### config.mk
export PLATFORM = sky130hd
export DESIGN_NAME = counter_updown_scan
export DESIGN_NICKNAME = d
export VERILOG_FILES = /design/src/rtl/counter_updown_scan.sv
export SDC_FILE = /design/constraint.sdc
export NUM_CORES = 1
export LEC_CHECK = 0
export ABC_CLOCK_PERIOD_IN_PS = 2990
export CORE_ASPECT_RATIO = 0.9
export CORE_MARGIN = 2
export CORE_UTILIZATION = 35
export DETAILED_ROUTE_END_ITERATION = 6
export PLACE_DENSITY = 0.63
export SYNTH_ARGS = -nofsm -noshare
export SYNTH_HDL_FRONTEND = slang
export SYNTH_SLANG_ARGS = --single-unit
export TNS_END_PERCENT = 1
### constraint.sdc
create_clock -name clk -period 2.99 [get_ports clk]
set_input_delay 0.598 -clock clk [delete_from_list [all_inputs] [get_ports clk]]
set_output_delay 0.598 -clock clk [all_outputs]
set_load 0.1 [all_outputs]
### src/rtl/counter_updown_scan.sv
// Up/down counter with wrap or saturate at a programmable terminal value, parallel load,
// and a registered terminal-count pulse. The count register also serves as a scan segment.
module counter_updown_scan #(
  parameter int unsigned     WIDTH   = 8,
  parameter longint unsigned MAX_VAL = (64'd1 << WIDTH) - 64'd1
) (
  input  logic             clk,
  input  logic             reset_n,
  input  logic             scan_en,
  input  logic             scan_in,
  output logic             scan_out,
  input  logic             enable,
  input  logic             up_down,
  input  logic             load,
  input  logic [WIDTH-1:0] load_val,
  input  logic             sat_mode,
  output logic [WIDTH-1:0] count,
  output logic             tc,
  output logic             at_max,
  output logic             at_zero
);

  localparam logic [WIDTH-1:0] MAX_C = WIDTH'(MAX_VAL);

  logic [WIDTH-1:0] count_nxt;
  logic             tc_nxt;

  // Next-state selection: scan > load > step > hold
  always_comb begin
    count_nxt = count;
    tc_nxt    = 1'b0;
    if (scan_en) begin
      count_nxt = {count[WIDTH-2:0], scan_in};
    end else if (load) begin
      count_nxt = (load_val >= MAX_C) ? MAX_C : load_val;
    end else if (enable) begin
      if (up_down) begin
        // Out-of-range scanned values are treated as being at the top boundary
        if (count >= MAX_C) begin
          tc_nxt    = 1'b1;
          count_nxt = sat_mode ? MAX_C : '0;
        end else begin
          count_nxt = count + WIDTH'(1);
        end
      end else begin
        if (count == '0) begin
          tc_nxt    = 1'b1;
          count_nxt = sat_mode ? '0 : MAX_C;
        end else begin
          count_nxt = count - WIDTH'(1);
        end
      end
    end
  end

  // State register
  always_ff @(posedge clk or negedge reset_n) begin
    if (!reset_n) begin
      count <= '0;
      tc    <= 1'b0;
    end else begin
      count <= count_nxt;
      tc    <= tc_nxt;
    end
  end

  assign scan_out = count[WIDTH-1];
  assign at_max   = (count >= MAX_C);
  assign at_zero  = (count == '0);

endmodule

== After elaboration in Yosys (flattened, before gate mapping) ==
Cells that the tools add are included.
Storage, ports and cells
  logic and storage cells: 23
  flip-flop bits (word level): 9
Operators by class
  magnitude comparators: 2
  reductions and logical operators: 2
  add/subtract/negate cells: 2
  mux-type cells: 15
Operators with widths (count)
  $mux W8: 9
  $ge A8 B8 Y1 const B: 2
  $add A8 B1 Y8 const B: 1
  $logic_not A8 Y1: 1
  $sub A8 B1 Y8 const B: 1
  $mux W1: 6
  $reduce_bool A3 Y1: 1

== Depth between registers and ports, before layout ==
  depth after elaboration: 6
  mapped depth: 7

== Least setup slack after synthesis ==
OpenSTA, ideal clock, no wires.
  path type: register -> register
  start point: register count[0]
  end point: register count[5]
  data arrival time: 2.780 ns
  path slack: 0.128 ns
  period minus slack after synthesis: 2.862 ns
  library setup time: 0.082 ns
  stages on the path, launching flop included: 8
  required time: 2.908 ns
  path through: dfrtp_1 inv_1 ha_1 nand3_1 inv_1 a211oi_1 a221oi_1 a31oi_1
Between the ends
  word-level cells in the longest chain between the ends: 6
  elaborated cells on any way between the ends: 10
  classes of those cells: add/sub (2); order compare (1); mux (6); reduce/logical (1)
Ends and longest elaborated chain
  from (decl): line 17  | output logic [WIDTH-1:0] count,
  from (signal assigned): line 62  | count <= count_nxt;
  $logic_not A8 Y1
  net at_zero: line 20  | output logic at_zero
  $mux W8: line 46  | if (count == '0) begin
  $mux W8: line 37  | if (up_down) begin
  $mux W8: line 36  | end else if (enable) begin
  $mux W8: line 34  | end else if (load) begin
  $mux W8: line 32  | if (scan_en) begin
The timed path passes the listed nets, and every way through them passes these cells. The select of a mux whose other input is x is not followed.
A chain may end at the register's enable or synchronous reset.

== Final worst setup path ==
  start point: register count[2]
  end point: output port at_zero
Between the ends
  word-level cells in the longest chain between the ends: 1
Ends and longest elaborated chain
  $logic_not A8 Y1: line 69  | assign at_zero = (count == '0);
  to (decl): line 20
No other way between the ends.

==> results.md <==
Status:
- The flow ran to the end, and the final reports show no timing, DRC or antenna violations.

STA:
- The tightest slew margin relative to the limit is 65.9%.
- The worst slack on hold paths is approximately 0.64 ns.
- The worst setup margin is ~0.31 ns.
- Setup repair after global routing left no endpoint under its margin.
- The final number of max-transition violations is 0.
- The clock period could shrink to 2.68 ns.
- The final-report hold violation count came to 0.
- Setup violations remaining at the end of the flow were counted as 0.
- For the final routed database, the setup TNS stands at 0 ns.
- The slew at the pin closest to its max-slew limit is between 0.5 and 0.6 ns.
- The final critical-path share of the clock period is a little under 90%.
- The maximum clock frequency is 0.374 GHz.
- The worst clock skew is between 0.003 and 0.004 ns.

Clock network:
- The clock transition at the register clock pins on the worst setup and hold paths after CTS is 0.07 ns.
- The TritonCTS clock tree is yes.
- The count of clock tree sinks is 9.
- In this run, CTS created clock tree buffers numbering 3.
- After clock tree synthesis, the setup repair step added 0 buffers.
- The clock passes through at most 2 buffers.
- CTS built an H-tree with a depth of 1.
- The root buffer cell chosen for the clock tree is sky130_fd_sc_hd__clkbuf_4.
- Buffers inserted to repair hold after CTS numbered 0.
- The clock reaches the later pin of the worst-skew pair after ~0.27 ns.
- Gates resized during post-CTS repair numbered 0.

Power:
- The design draws 0.672 mW.
- Dividing total power by cell area gives a power density of 486 nW/um^2.
- The relative contribution of sequential cells to total power is 27.6%.
- The worst ir drop on vdd is approximately 290 uV.
- The internal power of the cells is approximately 0.31 mW.
- Net switching is between 50% and 60% of the power.
- The relative contribution of the clock network to total power is 15.4%.
- The share of total power dissipated in combinational logic is between 50% and 60%.
- The leakage power of the design is between 0.5 and 0.6 nW.
- The net switching component of the power is approximately 0.36 mW.

Critical path:
- The cell with the largest stage delay on the worst path is sky130_fd_sc_hd__dfrtp_1.
- For the worst setup path, the data required time is roughly 2.4 ns.
- The classification of the worst setup path is register to primary output.
- For this run, the slowest stage of the critical path takes roughly 0.54 ns.
- The critical path contains buffers and inverters numbering 2 combined.
- STA classifies the critical path startpoint as a register.
- The element type at the critical path end is a primary output.
- The cell family with the largest share of critical-path delay is simple AND/OR/NAND/NOR gates.
- The critical path goes through nor4_2, nand3_1, inv_1, buf_12.
- The arrival time of data at the critical path endpoint is approximately 2.1 ns.
- The maximum net fanout on the critical path is 14.

Floorplan:
- In this run the horizontal extent of the chip is around 63 um.
- The number of placed I/O pins is 28.
- The area of the die is roughly 3600 sq um.
- The core region is approximately 3000 sq um.
- In this run the vertical extent of the chip is approximately 57 um.
- The site row count is 19.
- The initial core utilization is 36.2%.

Detailed routing:
- Dividing the detail-routed via count by the number of cells gives between 5 and 6.
- The number of design rule violations left after detail routing is 0.
- The first routing iteration left 98 violations.
- The remaining antenna violation count after routing is 0.
- The detailed-route wire length is 3180 um.
- After detailed routing, the average wire length per cell comes to about 15 um.
- The first detailed-routing pass ran for 5 iterations.
- The number of vias in the routed layout is 1,243.

Synthesis:
- Counting every net in the synthesized netlist gives between 150 and 200.
- Sorting the synthesized cells by area gives the leading types as sky130_fd_sc_hd__dfrtp_1 21%, sky130_fd_sc_hd__a21oi_1 6.0%, sky130_fd_sc_hd__nand2_1 5.2%, sky130_fd_sc_hd__nor3_1 4.6%, sky130_fd_sc_hd__mux2i_1 3.7%.
- The cell area that synthesis handed to floorplanning was approximately 1100 sq um.
- After synthesis, flip-flops and latches occupy about a fifth of the total area.
- Synthesis inferred 9 register bits.
- The count of flip-flops with a built-in enable after synthesis is 0.
- The number of different library cells used by synthesis comes to 48.
- The number of warnings reported in the yosys synthesis log is 0.
- Among all flip-flop cells after synthesis, the most frequent one is sky130_fd_sc_hd__dfrtp_1.
- The fraction of synthesis flops using an asynchronous set or reset pin is 100%.
- Of all cell types, the one taking the most synthesized area is sky130_fd_sc_hd__dfrtp_1.
- After synthesis, the largest area contributor takes up about a fifth of total cell area.
- The average footprint of a synthesized cell is 7.47 sq um.
- Synthesis produced ~150 cells.

Layout:
- Once layout is done, the placed cells without fillers occupy 1380 sq um.
- The total area of sequential cells is between 200 and 250 sq um.
- Compared with the post-synthesis result, the final layout area differs by 27.6%.
- The antenna diode count is 0.
- The area used by multi-input combinational logic is about 760 sq um.
- The proportion of layout cells with a drive suffix above 1 is between 15 and 20%.
- After the last flow step, the layout net total stands at ~190.
- The layout has roughly 320 filler cells.

Placed design:
- Routability-driven placement finished with a final weighted congestion of approximately 0.90.
- The half-perimeter wire length after detailed placement is 2320 um.
- During placement, the flow inserted port buffers numbering 27.
- Once placement finished, the instance area stood at roughly 1400 sq um.
- Before CTS, the worst setup slack after placement is 0.563 ns.

GRT:
- In the global route stage, met3 resource usage came out at under 10%.
- The routing usage on met2 is about 28%.
- After global routing, the most crowded layer is met2.
- The remaining global-route overflow is 0.
- The via count of the first global-routing pass is 1,111.
- The wire length of the first global-routing pass is approximately 5300 um.
- Across every metal layer, demand over resource in global routing totals between 10% and 20%.
- Entering global routing, the biggest net connects 22 pins.
- The initial antenna violation count is 0.
- The met1 usage in global routing is roughly 26%.

Hold path:
- The path type of the worst min-delay path is input port to asynchronous set/reset pin.

Flow run:
- The number of max-cap violations is 0.
## worst paths after layout
check / start / slack [ns] / cells past startpoint / end
hold / removal: reset_n / 0.64 / 1 / count[3]
hold reg to reg: count[3] / 0.75 / 3 / count[3]
setup reg to reg: count[0] / 0.70 / 7 / count[6]
max in group asynchronous: reset_n / 2.03 / 1 / count[5]
min in group clk: count[3] / 0.75 / 3 / count[3]
setup / recovery: count[2] / 0.31 / 4 / at_zero
## power groups by stage
stage	Combinational [mW]	Clock, mW	Sequential [mW]
floorplan	0.189	0	0.285
global placement	0.378	0	0.185
detailed placement	0.378	0	0.186
CTS	0.381	0.104	0.184
global route	0.407	0.109	0.190
finish	0.383	0.104	0.186
## layout by cell type, fill, tap and decap left out, types with 2 or more instances in the layout
cell                              netlist  final
sky130_fd_sc_hd__clkdlybuf4s50_1        0     15
sky130_fd_sc_hd__mux2i_1                4      4
sky130_fd_sc_hd__nor2_1                10     10
sky130_fd_sc_hd__o221ai_1               2      2
sky130_fd_sc_hd__clkbuf_4               0      3
sky130_fd_sc_hd__nor3_1                10     10
sky130_fd_sc_hd__a21oi_1               13     13
sky130_fd_sc_hd__a221oi_1               2      2
sky130_fd_sc_hd__nand2_1               15     15
sky130_fd_sc_hd__nor3b_1                3      3
sky130_fd_sc_hd__dfrtp_1                9      9
sky130_fd_sc_hd__nand2b_1               3      3
sky130_fd_sc_hd__a31oi_1                5      5
sky130_fd_sc_hd__o22ai_1                2      2
sky130_fd_sc_hd__a211oi_1               2      2
sky130_fd_sc_hd__o21ai_0                5      5
sky130_fd_sc_hd__inv_1                  7      7
sky130_fd_sc_hd__o31ai_1                2      2
sky130_fd_sc_hd__nand3_1                6      6
sky130_fd_sc_hd__o21ai_1                2      2
sky130_fd_sc_hd__ha_1                   3      3
sky130_fd_sc_hd__o211ai_1               2      2
sky130_fd_sc_hd__buf_4                  1     16
## final cells by class
| class | instances | area share (%) |
|---|---|---|
| Multi-Input combinational cell | 114 | 54.7 |
| Timing Repair Buffer | 32 | 21.0 |
| Tap cell | 42 | 3.80 |
| Inverter | 8 | 2.35 |
| Sequential cell | 9 | 16.3 |
| Clock buffer | 4 | 1.90 |
## registers in the layout, indices dropped and copies added, names as in the netlist
register,flops
count,8
tc,1
## Yosys cell counts, types with 2 or more instances
cell type / count
sky130_fd_sc_hd__o21ai_0: 5
sky130_fd_sc_hd__a221oi_1: 2
sky130_fd_sc_hd__nor2_1: 10
sky130_fd_sc_hd__a21oi_1: 13
sky130_fd_sc_hd__nand3_1: 6
sky130_fd_sc_hd__ha_1: 3
sky130_fd_sc_hd__o22ai_1: 2
sky130_fd_sc_hd__nand2_1: 15
sky130_fd_sc_hd__buf_2: 5
sky130_fd_sc_hd__inv_1: 7
sky130_fd_sc_hd__a31oi_1: 5
sky130_fd_sc_hd__o211ai_1: 2
sky130_fd_sc_hd__a211oi_1: 2
sky130_fd_sc_hd__o21ai_1: 2
sky130_fd_sc_hd__nor3b_1: 3
sky130_fd_sc_hd__nor3_1: 10
sky130_fd_sc_hd__o221ai_1: 2
sky130_fd_sc_hd__o31ai_1: 2
sky130_fd_sc_hd__clkbuf_1: 7
sky130_fd_sc_hd__dfrtp_1: 9
sky130_fd_sc_hd__mux2i_1: 4
sky130_fd_sc_hd__nand2b_1: 3
## kinds of logic after synthesis
group | Yosys count | synth area share [%]
buf+inv | 22 | 9.47
fa+ha+maj | 3 | 3.46
xor+xnor | 2 | 1.62
mux | 5 | 4.73
simple gates | 57 | 30.1
compound gates | 47 | 29.8
flops | 9 | 20.8
## stage by stage
step                      util [%]  std cells
after floorplan                  -        145
after global placement        45.3        205
after detailed placement      45.3        205
after CTS                     46.2        209
after global routing          46.2        209
final                         46.2        209
## metal layers
layer / part of all wire [%] / wire (um) / up-vias
met5: 0 / 0 / -
met2: 43 / 1360 / 79
met1: 45 / 1420 / 568
met3: 11 / 365 / 6
li1: - / - / 590
met4: 0.94 / 30 / 0
Note: power is estimated with default switching activity, not from simulation.
